$ cat src/rtl/spi_pkg.sv
// Shared SPI definitions: operating-mode encodings, default divisor width,
// and the divisor value held while in reset.
package spi_pkg;

  typedef enum logic [1:0] {
    spi_run  = 2'b00,
    spi_wait = 2'b01,
    spi_stop = 2'b10
  } spi_mode_e;

  localparam int unsigned DIV_W_DEF     = 12;
  localparam int unsigned RESET_DIVISOR = 2;

endpackage

$ cat src/rtl/spi_baud_divisor.sv
// Baud divisor calculation: divisor = (sppr+1) * 2^(spr+1), registered.
// The slave-side timing checker uses this same block.
module spi_baud_divisor
  import spi_pkg::*;
#(
  parameter int unsigned DIV_W  = DIV_W_DEF,
  parameter int unsigned SPPR_W = 3,
  parameter int unsigned SPR_W  = 3
) (
  input  logic              clk,
  input  logic              rst_n,
  input  logic [SPPR_W-1:0] sppr,
  input  logic [SPR_W-1:0]  spr,
  output logic [DIV_W-1:0]  divisor
);

  logic [DIV_W-1:0] base;
  logic [SPR_W:0]   shamt;
  logic [DIV_W-1:0] next_divisor;

  // Extra shift-amount bit keeps spr=max from wrapping to a shift of zero.
  always_comb begin
    base         = DIV_W'(sppr) + DIV_W'(1);
    shamt        = {1'b0, spr} + {{SPR_W{1'b0}}, 1'b1};
    next_divisor = base << shamt;
  end

  // Register the divisor so downstream logic sees one stable value per cycle.
  always_ff @(posedge clk or negedge rst_n) begin
    if (!rst_n) begin
      divisor <= DIV_W'(RESET_DIVISOR);
    end else begin
      divisor <= next_divisor;
    end
  end

endmodule

$ cat src/rtl/spi_baud_generator.sv
// SPI master serial-clock generator: SCLK plus sample/shift strobes aligned
// to SCLK edges, and the shared baud divisor.
// Optional byte-complete strobe enabled by defining SPI_BAUD_EDGE_CNT_EN.
module spi_baud_generator
  import spi_pkg::*;
#(
  parameter int unsigned DIV_W  = DIV_W_DEF,
  parameter int unsigned SPPR_W = 3,
  parameter int unsigned SPR_W  = 3
) (
  input  logic              PClk,
  input  logic              PRESETn,
  input  logic [1:0]        spi_mode,
  input  logic              spiswai,
  input  logic [SPPR_W-1:0] sppr,
  input  logic [SPR_W-1:0]  spr,
  input  logic              cpol,
  input  logic              cpha,
  input  logic              ss,
  output logic              sclk,
  output logic [DIV_W-1:0]  baudratedivisor,
  output logic              sample_flag,
  output logic              shift_flag,
  output logic              byte_done
);

  logic [DIV_W-1:0] count;
  logic [DIV_W-1:0] half_m1;
  logic             en;
  logic             toggle;
  logic             leading;
  spi_mode_e        mode;

  spi_baud_divisor #(
    .DIV_W  (DIV_W),
    .SPPR_W (SPPR_W),
    .SPR_W  (SPR_W)
  ) u_divisor (
    .clk     (PClk),
    .rst_n   (PRESETn),
    .sppr    (sppr),
    .spr     (spr),
    .divisor (baudratedivisor)
  );

  // Enable and edge decode; >= rather than == so a divisor that shrinks
  // mid-run toggles on the next cycle instead of wrapping the counter.
  always_comb begin
    mode    = spi_mode_e'(spi_mode);
    en      = !ss && ((mode == spi_run) || ((mode == spi_wait) && !spiswai));
    half_m1 = (baudratedivisor >> 1) - DIV_W'(1);
    toggle  = (count >= half_m1);
    leading = (sclk == cpol);
  end

  // Half-period counter, SCLK toggle and registered edge strobes.
  always_ff @(posedge PClk or negedge PRESETn) begin
    if (!PRESETn) begin
      sclk        <= 1'b0;
      count       <= '0;
      sample_flag <= 1'b0;
      shift_flag  <= 1'b0;
    end else if (!en) begin
      sclk        <= cpol;
      count       <= '0;
      sample_flag <= 1'b0;
      shift_flag  <= 1'b0;
    end else if (toggle) begin
      sclk        <= ~sclk;
      count       <= '0;
      sample_flag <= leading ^ cpha;
      shift_flag  <= ~(leading ^ cpha);
    end else begin
      count       <= count + DIV_W'(1);
      sample_flag <= 1'b0;
      shift_flag  <= 1'b0;
    end
  end

`ifdef SPI_BAUD_EDGE_CNT_EN
  logic [4:0] edge_cnt;

  // Count SCLK edges; strobe byte_done on the 16th and restart.
  always_ff @(posedge PClk or negedge PRESETn) begin
    if (!PRESETn) begin
      edge_cnt  <= '0;
      byte_done <= 1'b0;
    end else if (!en) begin
      edge_cnt  <= '0;
      byte_done <= 1'b0;
    end else if (toggle) begin
      if (edge_cnt == 5'd15) begin
        edge_cnt  <= '0;
        byte_done <= 1'b1;
      end else begin
        edge_cnt  <= edge_cnt + 5'd1;
        byte_done <= 1'b0;
      end
    end else begin
      byte_done <= 1'b0;
    end
  end
`else
  // Byte-complete strobe not built in this configuration.
  always_comb byte_done = 1'b0;
`endif

endmodule

$ cat config.mk
export PLATFORM = sky130hd
export DESIGN_NAME = spi_baud_generator
export DESIGN_NICKNAME = d
export VERILOG_FILES = /design/src/rtl/spi_pkg.sv /design/src/rtl/spi_baud_divisor.sv /design/src/rtl/spi_baud_generator.sv
export SDC_FILE = /design/constraint.sdc
export NUM_CORES = 1
export LEC_CHECK = 0
export BUFFER_PORTS_ARGS = -buffer_cell sky130_fd_sc_hd__buf_2
export CAP_MARGIN = 30
export CORE_MARGIN = 1
export CORE_UTILIZATION = 35
export DETAILED_ROUTE_END_ITERATION = 12
export GPL_ROUTABILITY_DRIVEN = 1
export HOLD_SLACK_MARGIN = 0.15
export PLACE_DENSITY = 0.64
export SLEW_MARGIN = 0
export SYNTH_ARGS = -nofsm -noshare
export SYNTH_HDL_FRONTEND = slang
export SYNTH_HIERARCHICAL = 1
export SYNTH_SLANG_ARGS = --single-unit
$ cat constraint.sdc
create_clock -name PClk -period 3.4 [get_ports PClk]
set_clock_uncertainty 0.05 [all_clocks]
set_input_delay 0.68 -clock PClk [delete_from_list [all_inputs] [get_ports PClk]]
set_output_delay 0.68 -clock PClk [all_outputs]
set_load 0.03 [all_outputs]
==> results.json, run 1 <==
{
  "synth_warnings": 6,
  "r2r-end": "count[8]",
  "ys.flop_type": "dfrtp_1",
  "antenna_found_initial": 0,
  "max_slew_margin": 0.618,
  "path_buf_inv": 0,
  "io_buffers": 28,
  "avgSynthCellArea_um2": 9.71,
  "synth_top_area_share": 0.387,
  "ctsRootBufferMaster": "clkbuf_8",
  "initial_core_util": 0.376,
  "grt_start_max_net_pins": 28,
  "fin_nets": 232,
  "power.internal_mw": 0.501,
  "finalInstanceArea_um2": 1900,
  "core_um2": 4470,
  "irDropWorstVdd_mv": 0.197,
  "avgViaCountPerCell": 4.92,
  "yosysSeqAreaShare": 0.403,
  "die-width_um": 71.3,
  "power_frac_clock": 0.237,
  "hold_path.class": "in2async",
  "finalWirelength_um": 2920,
  "vias": 1246,
  "cts_sinks": 27,
  "cts_tree": "done",
  "nFillCells": 442,
  "worstPathCellList": "nor2_1 > nand4b_1 > or3_4 > or3_1 > ha_1 > a21oi_1 > o21ai_0 > a21oi_1 > nand3_1 > nor2_1",
  "worst_pin_slew_ps": 572,
  "hold_viol": 0,
  "clock_latency_ps": 270,
  "endpoint_kind": "register",
  "ys_async_sr_fraction": 1.00,
  "n_antenna_cell": 0,
  "overflow": 0,
  "p_switching_mw": 0.234,
  "critPathRequiredTime_ps": 3550,
  "total_power_mw": 0.734,
  "rr_startpoint": "u_divisor/divisor[3]",
  "drtAntennaViolNets": 0,
  "synth.area.top_cells": "dfrtp_1, ha_1, xnor2_1, xor2_1, nor2_1",
  "synth_area_leader_cell": "dfrtp_1",
  "postCtsHoldBufs": 0,
  "switching_share": 0.318,
  "synth_nets": 203,
  "yosysMostFrequentCell": "dfrtp_1",
  "fmaxAchievable_mhz": 343,
  "drv_cap": 0,
  "setup_viol": 0,
  "syn2layout_area_growth_pct": 13.3,
  "gp_congestion": 0.858,
  "htree_levels": 1,
  "ys_ff_latch": 27,
  "dr.pass1.iters": 6,
  "tns_ps": 0,
  "rsz0062_at_grt": "false",
  "comb_power_share": 0.287,
  "dp_hpwl_um": 2420,
  "p_per_area_nw_per_um2": 386,
  "drt_first_iter_violations": 35,
  "dieArea_um2": 5080,
  "cts.repair.resized": 0,
  "num_rows": 24,
  "dpl_cell_area_um2": 1860,
  "drc": 0,
  "dp_slack_ps": 455,
  "r2r_slack_ps": 480,
  "slowest_delay_ps": 430,
  "cts_setup_buffers": 0,
  "synth-edff-count": 0,
  "path_clk_slew_ps": 90,
  "slowest_stage": "dfrtp_1",
  "cts_buffers": 3,
  "netlist_instances": 173,
  "grt_pass1_vias": 1215,
  "grt_use_total": 0.125,
  "report.final.slew_viol_count": 0,
  "fin_crit_sh": 0.859,
  "cp_max_fo": 12,
  "num_io_pins": 30,
  "status": "finished, final reports clean",
  "clock_path_buffers": 2,
  "arrival_ps": 3070,
  "cp-start-kind": "register",
  "critPathTopFamily": "simple AND/OR/NAND/NOR gates",
  "fin_ws_ps": 480,
  "chipHeight_um": 71.3,
  "path_class": "reg2reg",
  "final.min_clock_period_ps": 2920,
  "netlist_area_um2": 1680,
  "r2r_cells": 10,
  "p_leak_nw": 0.929,
  "wl_per_cell_um": 11.6,
  "drive_gt1_frac": 0.214,
  "synth_top_cells_by_count": "dfrtp_1, nor2_1, ha_1",
  "pwr-share-seq": 0.476,
  "yosysUniqueCellTypes": 38,
  "grt_pass1_wl_um": 4990
}
layer usage:
metal | global-route usage | vias up | part of all wire
li1 | - | 662 | -
met1 | 0.138 | 559 | 0.45
met2 | 0.237 | 23 | 0.51
met3 | 0.0309 | 2 | 0.028
met4 | 0.0333 | 0 | 0.0058
met5 | 0 | - | 0
per-stage QoR:
step	cells	hold WS (ps)	utilization
floorplan	173	334	-
global placement	249	429	0.415
detailed placement	249	447	0.415
CTS	253	364	0.426
global route	253	385	0.426
finish	253	342	0.426
cells by family (layout without fill, tap and decap cells):
kind of cell	after synthesis	count (layout)	synth area share
compound gates	24	24	0.0923
mux	4	4	0.0253
flops	27	27	0.403
buf+inv	8	36	0.0253
other cells	1	1	0.00223
xor+xnor	22	22	0.115
simple gates	71	71	0.218
fa+ha+maj	16	16	0.119
cell type report:
type	instances	area [um2]	share of cell area
multi-input combinational	138	961	0.505
sequential	27	677	0.355
timing repair buffer	28	140	0.0736
tap	52	65.1	0.0342
clock buffer	3	41.3	0.0217
inverter	4	15.0	0.00788
clock inverter	1	5.00	0.00263
power by group through the flow:
| stage | Combinational, mW | Sequential, mW | Clock (mW) |
|---|---|---|---|
| 2_1_floorplan | 0.139 | 0.377 | 0 |
| 3_3_place_gp | 0.212 | 0.356 | 0 |
| 3_5_place_dp | 0.214 | 0.356 | 0 |
| 4_1_cts | 0.215 | 0.349 | 0.178 |
| 5_1_grt | 0.239 | 0.351 | 0.192 |
| 6_report | 0.211 | 0.349 | 0.174 |
state kept, by name, summed over array words and instances, names as in the netlist:
signal / cells
sclk: 1
u_divisor/divisor: 12
count: 12
sample_flag: 1
shift_flag: 1
cells in the final DEF (no fill, tap or decap):
cell and instances:
a211o_1 1, a211oi_1 3, a21oi_1 7, and3_1 4
and4_1 1, buf_2 28, clkbuf_8 3, clkinv_2 1
conb_1 1, dfrtp_1 26, dfstp_2 1, ha_1 16
inv_1 4, mux2_2 2, mux2i_1 2, nand2_1 15
nand2b_1 1, nand3_1 7, nand4_1 1, nand4b_1 1
nor2_1 23, nor2_2 1, nor2b_1 2, nor2b_4 2
nor3_1 6, nor3_2 1, nor4_1 1, o2111ai_2 1
o21ai_0 3, o21ai_1 1, o21ai_2 1, o22ai_1 6
o31ai_1 1, or3_1 3, or3_4 2, xnor2_1 12
xor2_1 10
how the worst max path moves through the flow:
stage,cells past startpoint,startpoint,to
after global routing,10,u_divisor/divisor[3],count[2]
after floorplan,10,u_divisor/divisor[4],sclk
after global placement,10,u_divisor/divisor[3],count[6]
final,10,u_divisor/divisor[3],count[8]
after detailed placement,10,u_divisor/divisor[3],count[10]
after CTS,10,u_divisor/divisor[3],count[8]
Power figures use the tool's default switching activity.
==> run 2: changes to the inputs <==
--- a/config.mk
+++ b/config.mk
@@ -8,11 +8,10 @@
 export BUFFER_PORTS_ARGS = -buffer_cell sky130_fd_sc_hd__buf_2
 export CAP_MARGIN = 30
 export CORE_MARGIN = 1
-export CORE_UTILIZATION = 35
+export CORE_UTILIZATION = 55
 export DETAILED_ROUTE_END_ITERATION = 12
 export GPL_ROUTABILITY_DRIVEN = 1
-export HOLD_SLACK_MARGIN = 0.15
-export PLACE_DENSITY = 0.64
+export PLACE_DENSITY = 0.89
 export SLEW_MARGIN = 0
 export SYNTH_ARGS = -nofsm -noshare
 export SYNTH_HDL_FRONTEND = slang
==> run 2 against run 1 <==
Against the previous run: total power fell by 3.7%; fmax fell by 3.9%; setup slack got worse by 120 ps; cell count fell by 8.3%; combinational power barely moved; critical path depth did not move; first-iteration DRC count fell by 2.9%; sequential power barely moved; non-clock buffer count did not move; utilization rose by 23 points; register-to-register slack got worse by 120 ps; critical path type unchanged; largest cell class unchanged.
==> results.json, run 2 (same netlist as run 1, synthesis figures left out) <==
{
  "dieArea_um2": 3280,
  "ctsRootBufferMaster": "clkbuf_4",
  "vias": 1293,
  "drc": 0,
  "hold_path.class": "in2async",
  "grt_pass1_vias": 1279,
  "final_common_cell": "buf_2",
  "switching_share": 0.342,
  "overflow": 0,
  "largestRegisters": "count (12), u_divisor/divisor (12)",
  "die-width_um": 57.3,
  "gp_congestion": 0.780,
  "path_clk_slew_ps": 150,
  "wl_per_cell_um": 12.8,
  "critPathRequiredTime_ps": 3610,
  "io_buffers": 28,
  "tns_ps": 0,
  "cp-start-kind": "register",
  "avgViaCountPerCell": 5.57,
  "num_rows": 19,
  "cp_max_fo": 12,
  "rr_startpoint": "u_divisor/divisor[4]",
  "cts_tree": "done",
  "rsz0062_at_grt": "false",
  "finalWirelength_um": 2980,
  "cts_sinks": 27,
  "fin_nets": 232,
  "drtAntennaViolNets": 0,
  "p_leak_nw": 0.918,
  "cts_setup_buffers": 0,
  "max_slew_margin": 0.621,
  "n_antenna_cell": 0,
  "pwr-share-seq": 0.495,
  "num_io_pins": 30,
  "path_class": "reg2reg",
  "fmaxAchievable_mhz": 329,
  "htree_levels": 1,
  "worst_pin_slew_ps": 569,
  "arrival_ps": 3250,
  "cts_buffers": 3,
  "hold_viol": 0,
  "core_um2": 2830,
  "drt_first_iter_violations": 34,
  "power.internal_mw": 0.465,
  "dr.pass1.iters": 4,
  "fin_util": 0.658,
  "endpoint_kind": "register",
  "p_switching_mw": 0.242,
  "status": "finished, final reports clean",
  "chipHeight_um": 57.3,
  "r2r_slack_ps": 360,
  "final.min_clock_period_ps": 3040,
  "setup_viol": 0,
  "cts.repair.resized": 0,
  "drv_cap": 0,
  "fin_crit_sh": 0.893,
  "comb_power_share": 0.303,
  "layout_common_cells": "buf_2, dfrtp_1, nor2_1",
  "irDropWorstVdd_mv": 0.189,
  "report.final.slew_viol_count": 0,
  "antenna_found_initial": 0,
  "postCtsHoldBufs": 0,
  "r2r-end": "count[8]",
  "clock_latency_ps": 340,
  "dp_hpwl_um": 2430,
  "initial_core_util": 0.594,
  "r2r_cells": 10,
  "grt_pass1_wl_um": 5210,
  "p_per_area_nw_per_um2": 380,
  "power_frac_clock": 0.202,
  "syn2layout_area_growth_pct": 10.8,
  "clock_path_buffers": 2,
  "grt_start_max_net_pins": 28,
  "drive_gt1_frac": 0.214,
  "grt_use_total": 0.206
}
-- run 2: power by group through the flow --
stage | clock [mW] | sequential, mW | combinational [mW]
final | 0.143 | 0.350 | 0.214
after global routing | 0.155 | 0.352 | 0.240
after floorplan | 0 | 0.377 | 0.139
after detailed placement | 0 | 0.356 | 0.215
after global placement | 0 | 0.355 | 0.208
after CTS | 0.144 | 0.350 | 0.217
-- run 2: worst max path at each step --
stage | start | end | depth (start not counted)
after floorplan | u_divisor/divisor[4] | sclk | 10
after global placement | u_divisor/divisor[3] | count[1] | 10
after detailed placement | u_divisor/divisor[4] | count[8] | 10
after CTS | u_divisor/divisor[4] | count[8] | 10
after global routing | u_divisor/divisor[4] | count[5] | 10
final | u_divisor/divisor[4] | count[8] | 10
-- run 2: through the flow --
step	hold WS, ps	worst slack (ps)	total power, mW	instances	cell area (um2)
2_1_floorplan	334	557	0.517	173	1680
3_3_place_gp	426	555	0.562	228	1830
3_5_place_dp	441	415	0.571	228	1830
4_1_cts	285	377	0.710	232	1860
5_1_grt	293	71.4	0.747	232	1860
6_report	261	363	0.707	232	1860
-- run 2: layer usage --
| layer | vias to the layer above | track usage | part of all wire |
|---|---|---|---|
| li1 | 660 | - | - |
| met1 | 614 | 0.222 | 0.41 |
| met2 | 14 | 0.405 | 0.55 |
| met3 | 5 | 0.0272 | 0.015 |
| met4 | 0 | 0.0732 | 0.015 |
| met5 | - | 0 | 0 |
-- run 2: final cells by class --
cell class	instances	area, um2
clock inverters	1	7.51
clock buffers	3	22.5
fillers	243	967
multi-input cells	138	961
repair buffers	28	140
well taps	31	38.8
flip-flops and latches	27	677
inverters	4	15.0
-- run 2: worst max-delay path, cell delays in order, from the launching register on --
cell and delay, ps:
dfrtp_1 460, nor2_1 160, nand4b_1 140, or3_4 370, or3_1 330, ha_1 300
a21oi_1 130, o21ai_0 90, a21oi_1 290, nand3_1 420, nor2_1 220
==> run 3: changes to the inputs <==
--- a/config.mk
+++ b/config.mk
@@ -7,11 +7,13 @@
 export LEC_CHECK = 0
 export BUFFER_PORTS_ARGS = -buffer_cell sky130_fd_sc_hd__buf_2
 export CAP_MARGIN = 30
+export CELL_PAD_IN_SITES_DETAIL_PLACEMENT = 1
+export CELL_PAD_IN_SITES_GLOBAL_PLACEMENT = 1
 export CORE_MARGIN = 1
-export CORE_UTILIZATION = 55
+export CORE_UTILIZATION = 42
 export DETAILED_ROUTE_END_ITERATION = 12
 export GPL_ROUTABILITY_DRIVEN = 1
-export PLACE_DENSITY = 0.89
+export PLACE_DENSITY = 0.88
 export SLEW_MARGIN = 0
 export SYNTH_ARGS = -nofsm -noshare
 export SYNTH_HDL_FRONTEND = slang
==> run 3 against run 2 <==
Against the previous run: fmax decreased by 2.5%; utilization decreased by 15 points; clock power increased by 25%; via count increased by 3.4%; wire length increased by 23%; largest power group unchanged; first-iteration DRC count increased by 18%; clock-buffer cell count increased by 1; combinational power increased by 4%; cell count increased by 7.3%.
==> results.json, run 3 (same netlist as run 1, synthesis figures left out) <==
{
  "status": "finished, final reports clean",
  "nFillCells": 463,
  "cts_buffers": 3,
  "fin_crit_sh": 0.917,
  "drt_first_iter_violations": 40,
  "final.min_clock_period_ps": 3120,
  "dr.pass1.iters": 4,
  "total_power_mw": 0.751,
  "path_class": "reg2reg",
  "clock_path_buffers": 2,
  "grt_pass1_vias": 1384,
  "die-width_um": 65.3,
  "num_io_pins": 30,
  "hold_path.class": "in2async",
  "vias": 1337,
  "hold_viol": 0,
  "report.final.slew_viol_count": 0,
  "core_um2": 3740,
  "cts_sinks": 27,
  "path_clk_slew_ps": 90,
  "wl_per_cell_um": 14.7,
  "grt_pass1_wl_um": 6170,
  "overflow": 0,
  "path_buf_inv": 0,
  "antenna_found_initial": 0,
  "cts.repair.resized": 0,
  "fmaxAchievable_mhz": 321,
  "fin_nets": 232,
  "drv_cap": 0,
  "slowest_stage": "dfrtp_1",
  "grt_start_max_net_pins": 28,
  "avgViaCountPerCell": 5.37,
  "arrival_ps": 3250,
  "p_leak_nw": 0.927,
  "clock_latency_ps": 270,
  "drtAntennaViolNets": 0,
  "dp_hpwl_um": 2900,
  "dieArea_um2": 4260,
  "layout_common_cells": "buf_2, dfrtp_1, nor2_1",
  "n_antenna_cell": 0,
  "postCtsHoldBufs": 0,
  "p_per_area_nw_per_um2": 396,
  "setup_viol": 0,
  "largestRegisters": "count (12), u_divisor/divisor (12)",
  "cp_max_fo": 12,
  "initial_core_util": 0.449,
  "dpl_cell_area_um2": 1850,
  "num_rows": 22,
  "final_common_cell": "buf_2",
  "worst_pin_slew_ps": 580,
  "syn2layout_area_growth_pct": 13.0,
  "finalWirelength_um": 3670,
  "chipHeight_um": 65.3,
  "dp_cells": 245,
  "grt_use_total": 0.189,
  "max_slew_margin": 0.614,
  "gp_congestion": 0.709,
  "rsz0062_at_grt": "false",
  "ctsRootBufferMaster": "clkbuf_8",
  "critPathTopFamily": "simple AND/OR/NAND/NOR gates",
  "cts_tree": "done",
  "cp-start-kind": "register",
  "critPathRequiredTime_ps": 3540,
  "worstPathCellList": "nor2_1 > nand4b_1 > or3_4 > or3_1 > ha_1 > a21oi_1 > o21ai_0 > a21oi_1 > nand3_1 > nor2_1",
  "tns_ps": 0,
  "drc": 0,
  "io_buffers": 28,
  "finalInstanceArea_um2": 1900,
  "endpoint_kind": "register",
  "irDropWorstVdd_mv": 0.139,
  "htree_levels": 1,
  "fin_cells": 249,
  "drive_gt1_frac": 0.209,
  "cts_setup_buffers": 0,
  "slowest_delay_ps": 440
}
## run 3: per-stage QoR
| stage | worst slack (ps) | hold WS, ps | utilization |
|---|---|---|---|
| detailed placement | 349 | 465 | 0.495 |
| finish | 283 | 348 | 0.507 |
| CTS | 278 | 368 | 0.507 |
| global placement | 508 | 427 | 0.495 |
| floorplan | 557 | 334 | - |
| global route | 90.0 | 405 | 0.507 |
## run 3: worst paths after layout
check	to	slack, ps	cells after the start	start
max	count[6]	280	10	u_divisor/divisor[3]
min	count[2]	350	1	PRESETn
max reg2reg	count[6]	280	10	u_divisor/divisor[3]
min reg2reg	count[0]	480	1	count[0]
max in group asynchronous	u_divisor/divisor[7]	2570	1	PRESETn
min in group PClk	count[0]	480	1	count[0]
## run 3: layout make-up
type / instances / area [um2] / share of cell area
timing repair buffer: 28 / 140 / 0.0738
inverter: 4 / 15.0 / 0.00791
sequential: 27 / 677 / 0.357
tap: 48 / 60.1 / 0.0316
clock buffer: 4 / 45.0 / 0.0237
multi-input combinational: 138 / 961 / 0.506
## run 3: metal layers
metal  part of all wire  track usage
met1               0.43        0.214
met2               0.55        0.351
met3              0.012       0.0226
met4              0.017       0.0815
met5                  0            0
## run 3: where the power goes
part,leakage (nW),total [mW],internal [mW],switching (mW)
Combinational,0.539,0.222,0.0859,0.136
Sequential,0.365,0.350,0.334,0.0160
Clock,0.0228,0.179,0.0839,0.0951
Total,0.927,0.751,0.504,0.247
